### src/rtl/led_fader_pkg.sv
// led_fader_pkg
// Shared definitions for the LED PWM fader: default sizing constants,
// the per-channel fade state encoding and the fade_rate -> step decode.
package led_fader_pkg;

    localparam int DEF_PWM_BITS = 8;
    localparam int DEF_FADE_DIV = 39062;

    // Width of the decoded brightness step (largest step is 8).
    localparam int STEP_W = 4;

    typedef enum logic [1:0] {
        OFF     = 2'd0,
        RISING  = 2'd1,
        ON      = 2'd2,
        FALLING = 2'd3
    } fade_state_t;

    // fade_rate 0..3 selects a brightness step of 1, 2, 4 or 8 per tick.
    function automatic logic [STEP_W-1:0] decode_step(input logic [1:0] rate);
        case (rate)
            2'd0:    decode_step = STEP_W'(1);
            2'd1:    decode_step = STEP_W'(2);
            2'd2:    decode_step = STEP_W'(4);
            default: decode_step = STEP_W'(8);
        endcase
    endfunction

endpackage

### src/rtl/led_fade_channel.sv
// led_fade_channel
// One LED channel: holds the brightness level, applies the saturating
// fade update on prescaler ticks (or snaps when fading is disabled),
// decodes the fade state and produces the registered PWM drive bit.
//
// Ports:
//   clk_10MHz  in   system clock
//   rst        in   synchronous active-high reset
//   tgt        in   synchronised target level for this LED
//   tick       in   one-cycle fade tick from the shared prescaler
//   fade_en    in   1 = fade on ticks, 0 = snap to target every cycle
//   step       in   decoded brightness step per tick
//   pwm_cnt    in   shared free-running PWM counter
//   bri        out  current brightness level
//   led_pwm    out  registered PWM drive
//   active     out  channel is RISING or FALLING (combinational)
module led_fade_channel
    import led_fader_pkg::*;
#(
    parameter int PWM_BITS = DEF_PWM_BITS
) (
    input  logic                clk_10MHz,
    input  logic                rst,
    input  logic                tgt,
    input  logic                tick,
    input  logic                fade_en,
    input  logic [STEP_W-1:0]   step,
    input  logic [PWM_BITS-1:0] pwm_cnt,
    output logic [PWM_BITS-1:0] bri,
    output logic                led_pwm,
    output logic                active
);

    localparam logic [PWM_BITS-1:0] MAX = '1;

    fade_state_t state;

    // Add with one extra bit; a carry out clamps to full brightness.
    function automatic logic [PWM_BITS-1:0] sat_add(input logic [PWM_BITS-1:0] a,
                                                    input logic [STEP_W-1:0]   s);
        logic [PWM_BITS:0] sum;
        sum = {1'b0, a} + (PWM_BITS+1)'(s);
        sat_add = sum[PWM_BITS] ? MAX : sum[PWM_BITS-1:0];
    endfunction

    // Subtract with one extra bit; a borrow clamps to zero.
    function automatic logic [PWM_BITS-1:0] sat_sub(input logic [PWM_BITS-1:0] a,
                                                    input logic [STEP_W-1:0]   s);
        logic [PWM_BITS:0] diff;
        diff = {1'b0, a} - (PWM_BITS+1)'(s);
        sat_sub = diff[PWM_BITS] ? '0 : diff[PWM_BITS-1:0];
    endfunction

    // Brightness register: snap follows the target every cycle, fade
    // only moves on ticks, so a mid-fade target flip just reverses the
    // direction from wherever the level currently is.
    always_ff @(posedge clk_10MHz) begin
        if (rst) begin
            bri <= '0;
        end else if (!fade_en) begin
            bri <= tgt ? MAX : '0;
        end else if (tick) begin
            bri <= tgt ? sat_add(bri, step) : sat_sub(bri, step);
        end
    end

    always_comb begin
        state = OFF;
        if (tgt) begin
            state = (bri == MAX) ? ON : RISING;
        end else begin
            state = (bri == '0) ? OFF : FALLING;
        end
    end

    assign active = (state == RISING) || (state == FALLING);

    // Output stage: full brightness is forced to a steady high rather
    // than the 255/256 duty the plain compare would give.
    always_ff @(posedge clk_10MHz) begin
        if (rst) begin
            led_pwm <= 1'b0;
        end else if (bri == MAX) begin
            led_pwm <= 1'b1;
        end else if (bri == '0) begin
            led_pwm <= 1'b0;
        end else begin
            led_pwm <= (pwm_cnt < bri);
        end
    end

endmodule

### src/rtl/led_pwm_fader.sv
// led_pwm_fader
// Drives the LED pins from the sequencer pattern with per-LED PWM so
// pattern changes fade in and out. Owns the input synchroniser, the
// shared PWM counter, the fade-tick prescaler, the period sync pulse and
// the busy reduction; each LED is handled by a led_fade_channel.
//
// Ports:
//   clk_10MHz  in   system clock
//   rst        in   synchronous active-high reset
//   led_in     in   target pattern, asynchronous to clk_10MHz
//   fade_en    in   1 = fade, 0 = snap brightness to target
//   fade_rate  in   brightness step per tick: 0->1, 1->2, 2->4, 3->8
//   led_pwm    out  registered PWM drive per LED
//   pwm_sync   out  one-cycle pulse in the cycle after pwm_cnt is 0
//   busy       out  registered: any channel RISING or FALLING
module led_pwm_fader
    import led_fader_pkg::*;
#(
    parameter int PWM_BITS = DEF_PWM_BITS,
    parameter int FADE_DIV = DEF_FADE_DIV,
    parameter int NUM_LEDS = 8
) (
    input  logic                clk_10MHz,
    input  logic                rst,
    input  logic [NUM_LEDS-1:0] led_in,
    input  logic                fade_en,
    input  logic [1:0]          fade_rate,
    output logic [NUM_LEDS-1:0] led_pwm,
    output logic                pwm_sync,
    output logic                busy
);

    localparam int              PRE_W    = (FADE_DIV > 2) ? $clog2(FADE_DIV) : 1;
    localparam logic [PRE_W-1:0] PRE_LAST = PRE_W'(FADE_DIV - 1);

    logic [NUM_LEDS-1:0] led_meta;
    logic [NUM_LEDS-1:0] tgt;
    logic [PWM_BITS-1:0] pwm_cnt;
    logic [PRE_W-1:0]    presc;
    logic                tick;
    logic [STEP_W-1:0]   step;
    logic [NUM_LEDS-1:0] active;

    // Two-flop synchroniser for the pattern coming from the clk_pll domain.
    always_ff @(posedge clk_10MHz) begin
        if (rst) begin
            led_meta <= '0;
            tgt      <= '0;
        end else begin
            led_meta <= led_in;
            tgt      <= led_meta;
        end
    end

    // Shared timebase: PWM counter and fade prescaler.
    always_ff @(posedge clk_10MHz) begin
        if (rst) begin
            pwm_cnt <= '0;
            presc   <= '0;
        end else begin
            pwm_cnt <= pwm_cnt + PWM_BITS'(1);
            presc   <= tick ? '0 : presc + PRE_W'(1);
        end
    end

    assign tick = (presc == PRE_LAST);
    assign step = decode_step(fade_rate);

    for (genvar i = 0; i < NUM_LEDS; i++) begin : g_ch
        led_fade_channel #(
            .PWM_BITS(PWM_BITS)
        ) u_ch (
            .clk_10MHz(clk_10MHz),
            .rst      (rst),
            .tgt      (tgt[i]),
            .tick     (tick),
            .fade_en  (fade_en),
            .step     (step),
            .pwm_cnt  (pwm_cnt),
            .bri      (),
            .led_pwm  (led_pwm[i]),
            .active   (active[i])
        );
    end

    // Status outputs registered alongside the PWM drive.
    always_ff @(posedge clk_10MHz) begin
        if (rst) begin
            pwm_sync <= 1'b0;
            busy     <= 1'b0;
        end else begin
            pwm_sync <= (pwm_cnt == '0);
            busy     <= |active;
        end
    end

endmodule

### config.mk
export PLATFORM = sky130hd
export DESIGN_NAME = led_pwm_fader
export DESIGN_NICKNAME = d
export VERILOG_FILES = /design/src/rtl/led_fader_pkg.sv /design/src/rtl/led_fade_channel.sv /design/src/rtl/led_pwm_fader.sv
export SDC_FILE = /design/constraint.sdc
export NUM_CORES = 1
export LEC_CHECK = 0
export ABC_AREA = 1
export BUFFER_PORTS_ARGS = -buffer_cell sky130_fd_sc_hd__buf_2
export CORE_AREA = 3 3 157 159
export DETAILED_ROUTE_END_ITERATION = 10
export DIE_AREA = 0 0 160 162
export GPL_TIMING_DRIVEN = 0
export PLACE_DENSITY = 0.63
export SLEW_MARGIN = 0
export SYNTH_ARGS = -nofsm -noshare
export SYNTH_HDL_FRONTEND = slang
export SYNTH_SLANG_ARGS = --single-unit
### constraint.sdc
create_clock -name clk_10MHz -period 8.6 [get_ports clk_10MHz]
set_clock_uncertainty 0.05 [all_clocks]
set_input_delay 1.72 -clock clk_10MHz [delete_from_list [all_inputs] [get_ports clk_10MHz]]
set_output_delay 1.72 -clock clk_10MHz [all_outputs]
set_load 0.01 [all_outputs]
# After elaboration in Yosys (flattened, before gate mapping)

Cells that the tools add are included.

Output and inout bits: 10
Word-level logic and storage cells: 185
Flip-flop bits (word level): 114
Input bits: 13

Add/sub/neg operators: 18
Order comparisons: 8
Muxes and demuxes: 89
Reductions and logical operators: 20
Equal/unequal tests: 28

Operators with widths:

| operator                                                        | count |
|---|---|
| 8-bit two-way mux                                               | 48 |
| 8-bit by 4-bit adder with 9-bit output                          | 8 |
| 8-bit zero test                                                 | 9 |
| 8-bit by 4-bit subtractor with 9-bit output                     | 8 |
| 8-bit == test, second input constant                            | 8 |
| 8-bit < comparator                                              | 8 |
| 2-bit two-way mux                                               | 24 |
| 2-bit by 1-bit == test with 1-bit output, second input constant | 9 |
| 2-bit == test, second input constant                            | 9 |
| 16-bit by 1-bit adder with 16-bit output, second input constant | 1 |
| 16-bit == test, second input constant                           | 1 |
| 1-bit two-way mux                                               | 16 |
| 4-bit case mux with 3 select lines                              | 1 |
| 8-bit by 1-bit adder with 8-bit output, second input constant   | 1 |
| 1-bit logical OR                                                | 8 |
| 8-bit OR reduction                                              | 1 |
| 2-bit zero test                                                 | 1 |
| 2-bit by 1-bit != test with 1-bit output, second input constant | 1 |
| 2-bit OR reduction                                              | 1 |

# Logic depth before layout (Yosys ltp)

Gate-level depths: netlist (run 1).

Word-level depth: 7
Mapped depth: 17
Depth with buffers taken out: 16

# By module

A second synthesis (run 1) with hierarchy kept.

Cell total of the unflattened synthesis: 1825
Area total of the unflattened synthesis: 12035.3 µm²

Modules (own cells, without submodules):

| module                               | times used | cells each | sequential area each (µm²) | area an instance (µm²) |
|---|---|---|---|---|
| led_fade_channel at g_ch[1].u_ch ... | 5          | 195        | 180.2                      | 1286.2 |
| led_fade_channel at g_ch[0].u_ch ... | 2          | 210        | 180.2                      | 1328.8 |
| led_pwm_fader                        | 1          | 234        | 840.8                      | 1701.6 |
| led_fade_channel at g_ch[4].u_ch     | 1          | 196        | 180.2                      | 1244.9 |

# Least setup slack after synthesis (run 1)

No wires, ideal clock.

Path type: input-to-reg
Start point: input port fade_rate[1]
End point: register g_ch[0].u_ch.bri[4]
Path buffers: 0
Setup time: 0.122 ns
Stages on the path: 12
Setup slack: 4.267 ns
Data required time: 8.428 ns
Arrival time: 4.162 ns
Path through: nor2_1 ha_1 inv_1 fa_1 nand2_1 inv_1 o21ai_0 nand3_1 nand3_1 nor2_1 nor2_1 a21oi_1

Cells in the longest elaborated chain, start to end: 7
Elaborated cells on any way between the ends: 11
Classes of those cells: 2 x add/sub; 2 x eq/ne; 6 x mux; 1 x reduce/logical

RTL lines:

| element                                                                                                      | RTL line                                       | source |
|---|---|---|
| start, declared                                                                                              | led_pwm_fader.sv:27                            | `input logic [1:0] fade_rate,` |
| 2-bit == test, or another cell as far along                                                                  | led_fader_pkg.sv:21                            | `case (rate)` |
| 4-bit case mux with 3 select lines *                                                                         | led_fader_pkg.sv:21                            |  |
| 8-bit by 4-bit subtractor with 9-bit output / 8-bit by 4-bit adder with 9-bit output (equally long branches) | led_fade_channel.sv:50, led_fade_channel.sv:42 |  |
| 8-bit two-way mux, on equally long branches                                                                  | led_fade_channel.sv:51, led_fade_channel.sv:43 |  |
| 8-bit two-way mux *                                                                                          | led_fade_channel.sv:63                         | `bri <= tgt ? sat_add(bri, step) : sat_sub(bri, step);` |
| 8-bit two-way mux *                                                                                          | led_fade_channel.sv:62                         | `end else if (tick) begin` |
| 8-bit two-way mux *                                                                                          | led_fade_channel.sv:60                         | `end else if (!fade_en) begin` |
| end signal, assigned                                                                                         | led_fade_channel.sv:61                         | `bri <= tgt ? MAX : '0;` |
| end signal, assigned                                                                                         | led_fade_channel.sv:63                         |  |
| end, declared                                                                                                | led_fade_channel.sv:29                         | `output logic [PWM_BITS-1:0] bri,` |

Mark *: on every way between the ends. The rest lies on a longest branch, timed or not. The select of a mux whose other input is x is not followed.
A chain may end at the register's enable or synchronous reset.

# Worst setup path in the final report (run 1)

Start point: input port fade_rate[1]
End point: register g_ch[1].u_ch.bri[2]

Cells in the longest elaborated chain, start to end: 7
Elaborated cells on any way between the ends: 11
Classes of those cells: 2 x add/sub; 2 x eq/ne; 6 x mux; 1 x reduce/logical

RTL lines:

| element                                                                                                      | RTL line |
|---|---|
| 2-bit == test, or another cell as far along                                                                  | led_fader_pkg.sv:21 |
| 4-bit case mux with 3 select lines *                                                                         | led_fader_pkg.sv:21 |
| 8-bit by 4-bit subtractor with 9-bit output / 8-bit by 4-bit adder with 9-bit output (equally long branches) | led_fade_channel.sv:50, led_fade_channel.sv:42 |
| 8-bit two-way mux, on equally long branches                                                                  | led_fade_channel.sv:51, led_fade_channel.sv:43 |
| 8-bit two-way mux *                                                                                          | led_fade_channel.sv:63 |
| 8-bit two-way mux *                                                                                          | led_fade_channel.sv:62 |
| 8-bit two-way mux *                                                                                          | led_fade_channel.sv:60 |
| end signal, assigned                                                                                         | led_fade_channel.sv:61 |
| end signal, assigned                                                                                         | led_fade_channel.sv:63 |
| end, declared                                                                                                | led_fade_channel.sv:29 |

Marked as above.

==> run_results.csv, run 1 <==
group,metric,value,unit
global_routing,antenna_found_initial,0,
sta,fmax,0.1928,GHz
clock_tree,post_cts_buffers,0,
setup_path,path_max_fanout,9,
synth,ys_types,44,
routing,drt-pass1-iter-count,5,
floorplan,die_w,160,µm
synth,synth_cells,1597,
clock_tree,clk_latency,0.44,ns
job,cap_violations,0,
floorplan,core_area,23400,µm²
global_routing,grt_pass1_vias,10050,
clock_tree,cts_tree,"done",
setup_path,r2r_cells,12,
hold_path,whs_endpoint,"tgt[2]",
sta,setup_viol,0,
floorplan,start_util,0.4456,
synth,synth_fp_nets,1750,
status,status,"finished clean",
setup_path,critPathLaunchType,"input pin",
global_routing,overflow,0,
clock_tree,path_clk_slew,0.06,ns
sta,worstMarginPinSlew,1.344,ns
global_routing,grt_pass1_wl,52700,µm
setup_path,end_kind,"register",
routing,antenna_left,0,
placed_design,routabilityCongestion,0.9367,
setup_path,cpPeakStageDelay,1.00,ns
floorplan,io_pins,23,
pwr,p_per_area,162.8,nW/µm²
sta,fin_crit_sh,0.6031,
clock_tree,cts_resized,0,
routing,wirelength,33250,µm
routing,wire_per_inst,16.88,µm
setup_path,r2r_slack,6.14,ns
clock_tree,numCtsBuffers,17,
hold_path,hp-class,"register to register",
routing,viasPerCell,5.385,
synth,ys_warn_count,0,
synth,synth-async-reset-ratio,0,
synth,synth.avg_cell_area,6.530,µm²
clock_tree,cts_hold_buf,0,
synth,synth.ff_latch_count,114,
sta,rsz0062_at_grt,"false",
sta,timing.setup.tns,0,ns
clock_tree,cts_buffer_depth,2,
setup_path,critical_path_class,"input pin to register",
setup_path,critPathRequiredTime,8.88,ns
sta,fin_crit,5.187,ns
clock_tree,cts.sinks,114,
floorplan,dieArea,25920,µm²
cells_and_area,layout_commonest_cell,"nand2_1",
floorplan,die_h,162,µm
sta,drv_slew,0,
cells_and_area,layout_common_cells,"nand2_1, inv_1, nor2_1",
setup_path,cp_slowest_cell,"nor2_1",
placed_design,portBuffers,21,
global_routing,grt_max_degree,19,
setup_path,timing.rr.end,"g_ch[1].u_ch.bri[2]",
synth,synth_flop_cell,"dfxtp_1",
hold_path,hold_depth,2,
setup_path,r2r-start,"g_ch[1].u_ch.bri[0]",
synth,synth_edf_count,0,
cells_and_area,drive_above_1_share,0.07874,
synth,synth_area,10430,µm²
routing,drtIter0Drc,766,
cells_and_area,synthToLayoutAreaGrowth,10.73,%
sta,hold_viol,0,
routing,drc,0,
clock_tree,cts-root-buf,"clkbuf_16",
pwr,p_leak,5.534,nW
synth,ys_seq_area_frac,0.2188,
pwr,ir_drop,108.7,µV
setup_path,crit_family,"simple AND/OR/NAND/NOR gates",
setup_path,cp_cell_sequence,"buf_2, inv_1, nor2_1, inv_1, ha_1, a21oi_1, nor2_1, nor2_1, nand2_1, nand3_1, inv_1, a21oi_1, a21oi_1",
cells_and_area,diodes,0,
routing,vias,10610,
cells_and_area,nets,1791,
hold_path,hp-start,"led_meta[2]",
floorplan,rows,56,
sta,hold_ws,0.3509,ns
global_routing,grt_usage,0.2552,
setup_path,arrival,5.46,ns
sta,slew_headroom,0.1008,
placed_design,hpwl,23470,µm
setup_path,path_buf_inv,4,
clock_tree,cts_max_level,4,
cells in the mapped netlist (all sizes together) (16+ instances only):
cell type | instances | area (µm²)
ha | 132 | 1652
nor2 | 161 | 621.9
nand2 | 299 | 1175
nor3 | 34 | 191.4
dfxtp | 114 | 2282
a21oi | 147 | 743.2
nand3 | 129 | 665.6
o21ai | 147 | 743.2
a31oi | 23 | 143.9
xor2 | 36 | 315.3
buf | 40 | 272.8
nand4 | 31 | 193.9
inv | 241 | 904.6
clkbuf | 16 | 62.56
power by group:
part	switching (mW)	internal [mW]	leakage (nW)
Sequential	0.0420	0.566	0.940
Combinational	0.343	0.190	4.31
Clock	0.306	0.434	0.286
layer usage:
layer  up-vias  wire, µm  track usage
met4         0       950      0.08047
met1      4837     15020       0.3350
met2       339     15150       0.4301
met3        68      2128      0.04234
met5         -         0            0
li1       5364         -            -
worst max path at each step:
| stage | from | endpoint | slack (ns) | cells after the start |
|---|---|---|---|---|
| detailed placement | fade_rate[1] | g_ch[0].u_ch.bri[4] | 3.11 | 13 |
| CTS | fade_rate[1] | g_ch[0].u_ch.bri[4] | 3.56 | 13 |
| floorplan | fade_rate[1] | g_ch[0].u_ch.bri[4] | 4.27 | 12 |
| finish | fade_rate[1] | g_ch[1].u_ch.bri[2] | 3.41 | 13 |
| global placement | fade_rate[1] | g_ch[2].u_ch.bri[7] | 3.06 | 17 |
| global route | fade_rate[1] | g_ch[0].u_ch.bri[4] | 3.25 | 13 |
layout make-up:
class	count	area, µm²
Clock buffer	17	425.4
Multi-Input combinational cell	1186	6909
Fill cell	2472	11860
Buffer	56	335.3
Sequential cell	114	2282
Timing Repair Buffer	22	120.1
Tap cell	319	399.1
Inverter	241	904.6
Clock inverter	15	171.4
worst register-to-register path, stage by stage (launching register included):
cell     delay, ns
dfxtp_1       0.34
inv_1         0.12
ha_1          0.17
inv_1         0.05
fa_1          0.40
a21oi_1       0.17
nor2_1        0.07
nor2_1        0.29
nand2_1       0.10
nand3_1       0.26
inv_1         0.11
a21oi_1       0.15
a21oi_1       0.07
per-stage QoR:
| step | util | setup slack (ns) | power (mW) | instances | instance area, µm² |
|---|---|---|---|---|---|
| 2_1_floorplan | - | 4.267 | 1.001 | 1597 | 10430 |
| 3_3_place_gp | 0.4672 | 3.060 | 1.135 | 1937 | 10930 |
| 3_5_place_dp | 0.4679 | 3.113 | 1.140 | 1938 | 10950 |
| 4_1_cts | 0.4934 | 3.557 | 1.884 | 1970 | 11550 |
| 5_1_grt | 0.4934 | 3.248 | 1.985 | 1970 | 11550 |
| 6_report | 0.4934 | 3.413 | 1.880 | 1970 | 11550 |
cells by family after synthesis:
group                    count (synthesis)  share of synthesized area
XOR/XNOR                                37                    0.03107
buffers and inverters                  297                     0.1189
adder cells (fa/ha/maj)                140                     0.1737
AND/OR/NAND/NOR                        680                     0.2905
flip-flops                             114                     0.2188
AO/OA/AOI/OAI                          329                     0.1670
flip-flops by register name, indices dropped and copies added, names as in the netlist:
register and count:
g_ch.u_ch.bri 64, presc 16, g_ch.u_ch.led_pwm 8, led_meta 8, pwm_cnt 8, tgt 8
busy 1, pwm_sync 1
Note: power is estimated with default switching activity, not from simulation.
==> run 2: changes to the inputs <==
Settings changed: ABC_AREA 1 to 0, PLACE_DENSITY 0.63 to 0.65.
Clock period 8.6 ns to 4.59 ns, I/O delays scaled along.
==> run_results.csv, run 2 <==
group,metric,value,unit
status,status,"finished clean",
synth,ys_top_cells_by_count,"ha_1, dfxtp_1, a21oi_1",
sta,hold_viol,0,
routing,vias,10350,
synth,ys_types,91,
sta,timing.setup.tns,0,ns
cells_and_area,layout_common_cells,"ha_1, dfxtp_1, a21oi_1",
hold_path,hp-class,"register to register",
cells_and_area,drive_above_1_share,0.1107,
global_routing,antenna_found_initial,0,
setup_path,path_max_fanout,16,
floorplan,die_h,162,µm
synth,synth_top_cell_by_area,"dfxtp_1",
cells_and_area,regMostFlops,"g_ch.u_ch.bri",
pwr,sw_frac_of_total,0.3556,
synth,synth.avg_cell_area,8.051,µm²
sta,fin_crit_sh,0.9217,
routing,drc,0,
clock_tree,clk_latency,0.43,ns
pwr,total_power,3.573,mW
pwr,p_clk_frac,0.387,
pwr,p_leak,4.717,nW
cells_and_area,diodes,0,
pwr,p_comb_frac,0.293,
floorplan,die_w,160,µm
routing,antenna_left,0,
pwr,p_int,2.302,mW
synth,ys_warn_count,0,
setup_path,arrival,4.45,ns
floorplan,core_area,23400,µm²
placed_design,placed_area,11010,µm²
cells_and_area,top_regs,"g_ch.u_ch.bri (64), presc (16)",
floorplan,io_pins,23,
global_routing,grt_pass1_wl,53160,µm
job,cap_violations,0,
routing,drtIter0Drc,1168,
clock_tree,cts-root-buf,"clkbuf_16",
clock_tree,post_cts_buffers,0,
clock_tree,path_clk_slew,0.06,ns
sta,rsz0062_at_grt,"false",
synth,synth_fp_nets,1455,
clock_tree,numCtsBuffers,17,
setup_path,critPathLaunchType,"input pin",
global_routing,overflow,0,
floorplan,rows,56,
clock_tree,cts_resized,0,
sta,setup_viol,0,
synth,synth_area,10480,µm²
placed_design,routabilityCongestion,0.9353,
sta,worstMarginPinSlew,1.024,ns
setup_path,critPathRequiredTime,4.80,ns
clock_tree,cts_max_level,4,
global_routing,grt_usage,0.2576,
floorplan,start_util,0.4479,
sta,drv_slew,0,
placed_design,portBuffers,20,
floorplan,dieArea,25920,µm²
synth,ys_seq_area_frac,0.2177,
sta,fin_crit,4.230,ns
cells_and_area,fillCellCount,2305,
cells_and_area,final-seq-area,2282,µm²
sta,fmax,0.2364,GHz
synth,yosysMostFrequentCell,"ha_1",
pwr,p_seq_frac,0.320,
sta,hold_ws,0.3866,ns
synth,synth_cells,1302,
routing,viasPerCell,6.185,
sta,slew_headroom,0.3164,
cells_and_area,synthToLayoutAreaGrowth,10.75,%
pwr,ir_drop,254.9,µV
pwr,p_sw,1.270,mW
cells_and_area,layout_commonest_cell,"ha_1",
cells_and_area,layout.cells.non_filler,1674,
global_routing,grt_max_degree,19,
clock_tree,cts_buffer_depth,2,
sta,setup_ws,0.3596,ns
clock_tree,cts_tree,"done",
synth,synth_area_leaders,"dfxtp_1, ha_1, a21oi_1",
placed_design,placed_cells,1642,
placed_design,dp_slack,-0.08166,ns
synth,synth_flop_cell,"dfxtp_1",
clock_tree,cts.sinks,114,
synth,synth.ff_latch_count,114,
cells_and_area,fin_util,0.4961,
setup_path,end_kind,"register",
routing,wire_per_inst,20.52,µm
cells_and_area,nets,1495,
synth,synth-async-reset-ratio,0,
synth,synth_top_area_frac,0.2177,
synth,synth_edf_count,0,
clock_tree,cts_hold_buf,0,
setup_path,critical_path_class,"input pin to register",
placed_design,hpwl,23920,µm
cells_and_area,largest_reg_flops,64,
pwr,p_per_area,307.7,nW/µm²
routing,drt-pass1-iter-count,8,
cells_and_area,multi_input_area,7427,µm²
global_routing,grt_pass1_vias,9463,
routing,wirelength,34360,µm
cells_and_area,design_area,11610,µm²
## run 2: cell count changes after synthesis, moves of 33 or more
cell and delta:
nor2_1 -53, o21ai_1 -43, inv_1 -132, nand2_1 -228, a21o_1 +36, nor2b_1 +36
xnor2_1 +34, a21oi_1 -33, nand3_1 -95
## run 2: critical path, cell delays in order
cell and delay, ns:
buf_4 0.20, nor2b_4 0.39, buf_6 0.27, inv_1 0.49
ha_1 0.53, inv_1 0.05, ha_1 0.20, nor2b_1 0.13
o31a_1 0.29, o31ai_1 0.39, nand2_1 0.20, a221oi_1 0.29
a211oi_1 0.08
## run 2: area by class of cell
| class | instances | area share |
|---|---|---|
| buffer | 71 | 0.03125 |
| clock buffer | 17 | 0.03664 |
| clock inverter | 15 | 0.01487 |
| inverter | 110 | 0.03556 |
| multi-input combinational | 1007 | 0.6397 |
| sequential | 114 | 0.1966 |
| tap | 319 | 0.03438 |
| timing repair buffer | 21 | 0.01099 |
## run 2: per-layer routing
metal | routed length (µm) | vias to the layer above | GRT usage
li1 | - | 4881 | -
met3 | 2823 | 92 | 0.03851
met1 | 15010 | 4898 | 0.3524
met2 | 15160 | 483 | 0.4089
met4 | 1362 | 0 | 0.1034
met5 | 0 | - | 0
## run 2: cell families after synthesis
logic type	count (synthesis)	synth area share
fa+ha+maj	140	0.1728
compound gates	423	0.2871
flops	114	0.2177
simple gates	386	0.1983
buf+inv	181	0.07400
xor+xnor	46	0.03843
mux	12	0.01170
## run 2: final timing paths
kind / from / endpoint / slack (ns) / depth (start not counted)
worst max-delay path: fade_rate[0] / g_ch[4].u_ch.bri[1] / 0.36 / 13
worst min-delay path: led_meta[0] / tgt[0] / 0.39 / 1
worst max register to register: presc[0] / g_ch[4].u_ch.bri[7] / 1.87 / 8
worst min register to register: led_meta[0] / tgt[0] / 0.39 / 1
## run 2: power by group through the flow
stage | logic, mW | clock network [mW] | registers [mW]
6_report | 1.05 | 1.38 | 1.14
5_1_grt | 1.15 | 1.45 | 1.15
4_1_cts | 1.03 | 1.40 | 1.14
3_5_place_dp | 1.02 | 0 | 1.16
3_3_place_gp | 1.00 | 0 | 1.16
2_1_floorplan | 0.779 | 0 | 1.14
==> run 3: changes to the inputs <==
Settings changed: CORE_AREA 3 3 157 159 to 3 3 183 141, CTS_CLUSTER_DIAMETER set to 40, DIE_AREA 0 0 160 162 to 0 0 186 144, SYNTH_HIERARCHICAL set to 1.
==> run_results.csv, run 3 <==
group,metric,value,unit
synth,ys_seq_area_frac,0.2117,
synth,synth_compound_area_frac,0.2865,
synth,ys_types,71,
synth,muxShareOfSynthArea,0.002089,
routing,met1Wirelength,14770,µm
pwr,p_per_area,294.4,nW/µm²
floorplan,dieArea,26780,µm²
synth,synthSimpleGateAreaFrac,0.2165,
clock_tree,path_clk_slew,0.06,ns
synth,synth-async-reset-ratio,0,
global_routing,antenna_found_initial,0,
routing,wire_per_inst,17.39,µm
clock_tree,post_cts_buffers,0,
global_routing,overflow,0,
global_routing,grt_usage,0.2309,
cells_and_area,top_regs,"g_ch.u_ch/bri (64), presc (16)",
routing,top_layer_used,"met4",
floorplan,start_util,0.4509,
clock_tree,cts_resized,0,
floorplan,rows,49,
synth,ys_top_cells_by_count,"inv_1, ha_1, o21ai_0",
floorplan,io_pins,23,
placed_design,portBuffers,22,
pwr,ir_drop,268.8,µV
sta,slew_headroom,0.1758,
cells_and_area,largest_reg_flops,64,
hold_path,hp-class,"register to register",
cells_and_area,fillCellCount,2281,
routing,drc,0,
clock_tree,cts_tree,"done",
sta,setup_viol,0,
synth,yosys.area_share.adder,0.1829,
routing,viasPerCell,6.071,
synth,yosysMostFrequentCell,"inv_1",
cells_and_area,final-seq-area,2282,µm²
pwr,total_power,3.521,mW
cells_and_area,layout_common_cells,"inv_1, ha_1, o21ai_0",
cells_and_area,diodes,0,
cells_and_area,synthToLayoutAreaGrowth,10.93,%
status,status,"finished clean",
setup_path,end_kind,"register",
placed_design,routabilityCongestion,0.9110,
clock_tree,cts_max_level,4,
synth,synth_top_family_by_area,"compound AO/OA/AOI/OAI gates",
setup_path,critPathRequiredTime,4.82,ns
clock_tree,cts_hold_buf,0,
global_routing,grt_pass1_wl,50000,µm
cells_and_area,multi_input_area,7649,µm²
synth,synth_top_cell_by_area,"dfxtp_1",
sta,drv_slew,0,
synth,synth_area_leaders,"dfxtp_1, ha_1, o21ai_0",
clock_tree,cts-root-buf,"clkbuf_16",
job,cap_violations,0,
cells_and_area,layout.cells.non_filler,1724,
sta,fin_crit_sh,0.8146,
setup_path,critPathLaunchType,"input pin",
routing,wirelength,29970,µm
sta,fmax,0.2675,GHz
cells_and_area,layout_commonest_cell,"inv_1",
placed_design,placed_cells,1692,
routing,vias,10470,
synth,ys_warn_count,6,
synth,synth_flop_cell,"dfxtp_1",
synth,synth_area,10780,µm²
routing,wl_met2,12540,µm
placed_design,hpwl,21770,µm
cells_and_area,nets,1566,
synth,synth_top_area_frac,0.2117,
synth,synth.avg_cell_area,7.928,µm²
setup_path,path_max_fanout,16,
cells_and_area,drive_above_1_share,0.09097,
synth,synthXorXnorAreaFrac,0.01950,
synth,synth_edf_count,0,
sta,rsz0062_at_grt,"false",
floorplan,die_h,144,µm
routing,met3_length,2416,µm
routing,drtIter0Drc,1164,
clock_tree,cts_buffer_depth,2,
floorplan,core_area,23910,µm²
clock_tree,cts.sinks,114,
setup_path,critical_path_class,"input pin to register",
synth,synth.ff_latch_count,114,
cells_and_area,regMostFlops,"g_ch.u_ch/bri",
sta,worstMarginPinSlew,1.236,ns
pwr,p_leak,4.707,nW
synth,synth_fp_nets,1521,
routing,antenna_left,0,
cells_and_area,fin_util,0.5002,
sta,hold_viol,0,
sta,fin_crit,3.739,ns
sta,timing.setup.tns,0,ns
global_routing,grt_max_degree,63,
floorplan,die_w,186,µm
clock_tree,numCtsBuffers,17,
global_routing,grt_pass1_vias,9491,
sta,hold_ws,0.3822,ns
synth,synth_cells,1360,
setup_path,arrival,3.97,ns
clock_tree,clk_latency,0.43,ns
routing,drt-pass1-iter-count,5,
[run 3: worst max-delay path: stages]
cell and delay (ns):
buf_2 0.13, and2_1 0.84, inv_1 0.12, ha_1 0.32
buf_4 0.15, nor2b_1 0.08, a211oi_1 0.41, o21ai_0 0.30
and2_1 0.33, a211oi_1 0.27, a211oi_1 0.10
[run 3: final cells by class]
class	instances	share of cell area
Inverter	149	0.04676
Timing Repair Buffer	26	0.01506
Clock inverter	15	0.01423
Buffer	51	0.02605
Tap cell	306	0.03201
Multi-Input combinational cell	1046	0.6395
Clock buffer	17	0.03557
Sequential cell	114	0.1908
[run 3: logic make-up (layout without fill, tap and decap cells)]
group | after synthesis | in the layout
AOI/OAI and AO/OA | 448 | 448
and+or+nand+nor | 424 | 424
buffers and inverters | 200 | 258
adders and majority gates | 148 | 148
DFF | 114 | 114
xor gates and xnor gates | 24 | 24
muxes | 2 | 2
[run 3: worst paths after layout]
path | startpoint | slack, ns | endpoint | depth (start not counted)
worst max-delay path | fade_rate[1] | 0.85 | g_ch[2].u_ch/bri[3] | 11
worst min-delay path | led_meta[5] | 0.38 | tgt[5] | 1
worst max register to register | presc[5] | 1.93 | g_ch[3].u_ch/bri[6] | 9
worst min register to register | led_meta[5] | 0.38 | tgt[5] | 1
[run 3: metal layers]
layer | GRT usage | vias to the layer above
met1 | 0.3475 | 4931
met5 | 0 | -
met3 | 0.04928 | 24
li1 | - | 5128
met4 | 0.04505 | 0
met2 | 0.3407 | 384
[run 3: report_power, final]
group	leakage (nW)	internal, mW	switching (mW)
sequential	0.938	1.06	0.0889
clock	0.283	0.813	0.552
combinational	3.49	0.407	0.600
total	4.71	2.28	1.24
[run 3: stage by stage]
| step | area (µm²) | setup WS [ns] |
|---|---|---|
| after detailed placement | 11360 | 0.5548 |
| after global routing | 11960 | 0.7374 |
| after floorplan | 10780 | 0.2938 |
| after global placement | 11270 | -1.040 |
| final | 11960 | 0.8511 |
| after CTS | 11960 | 0.9780 |
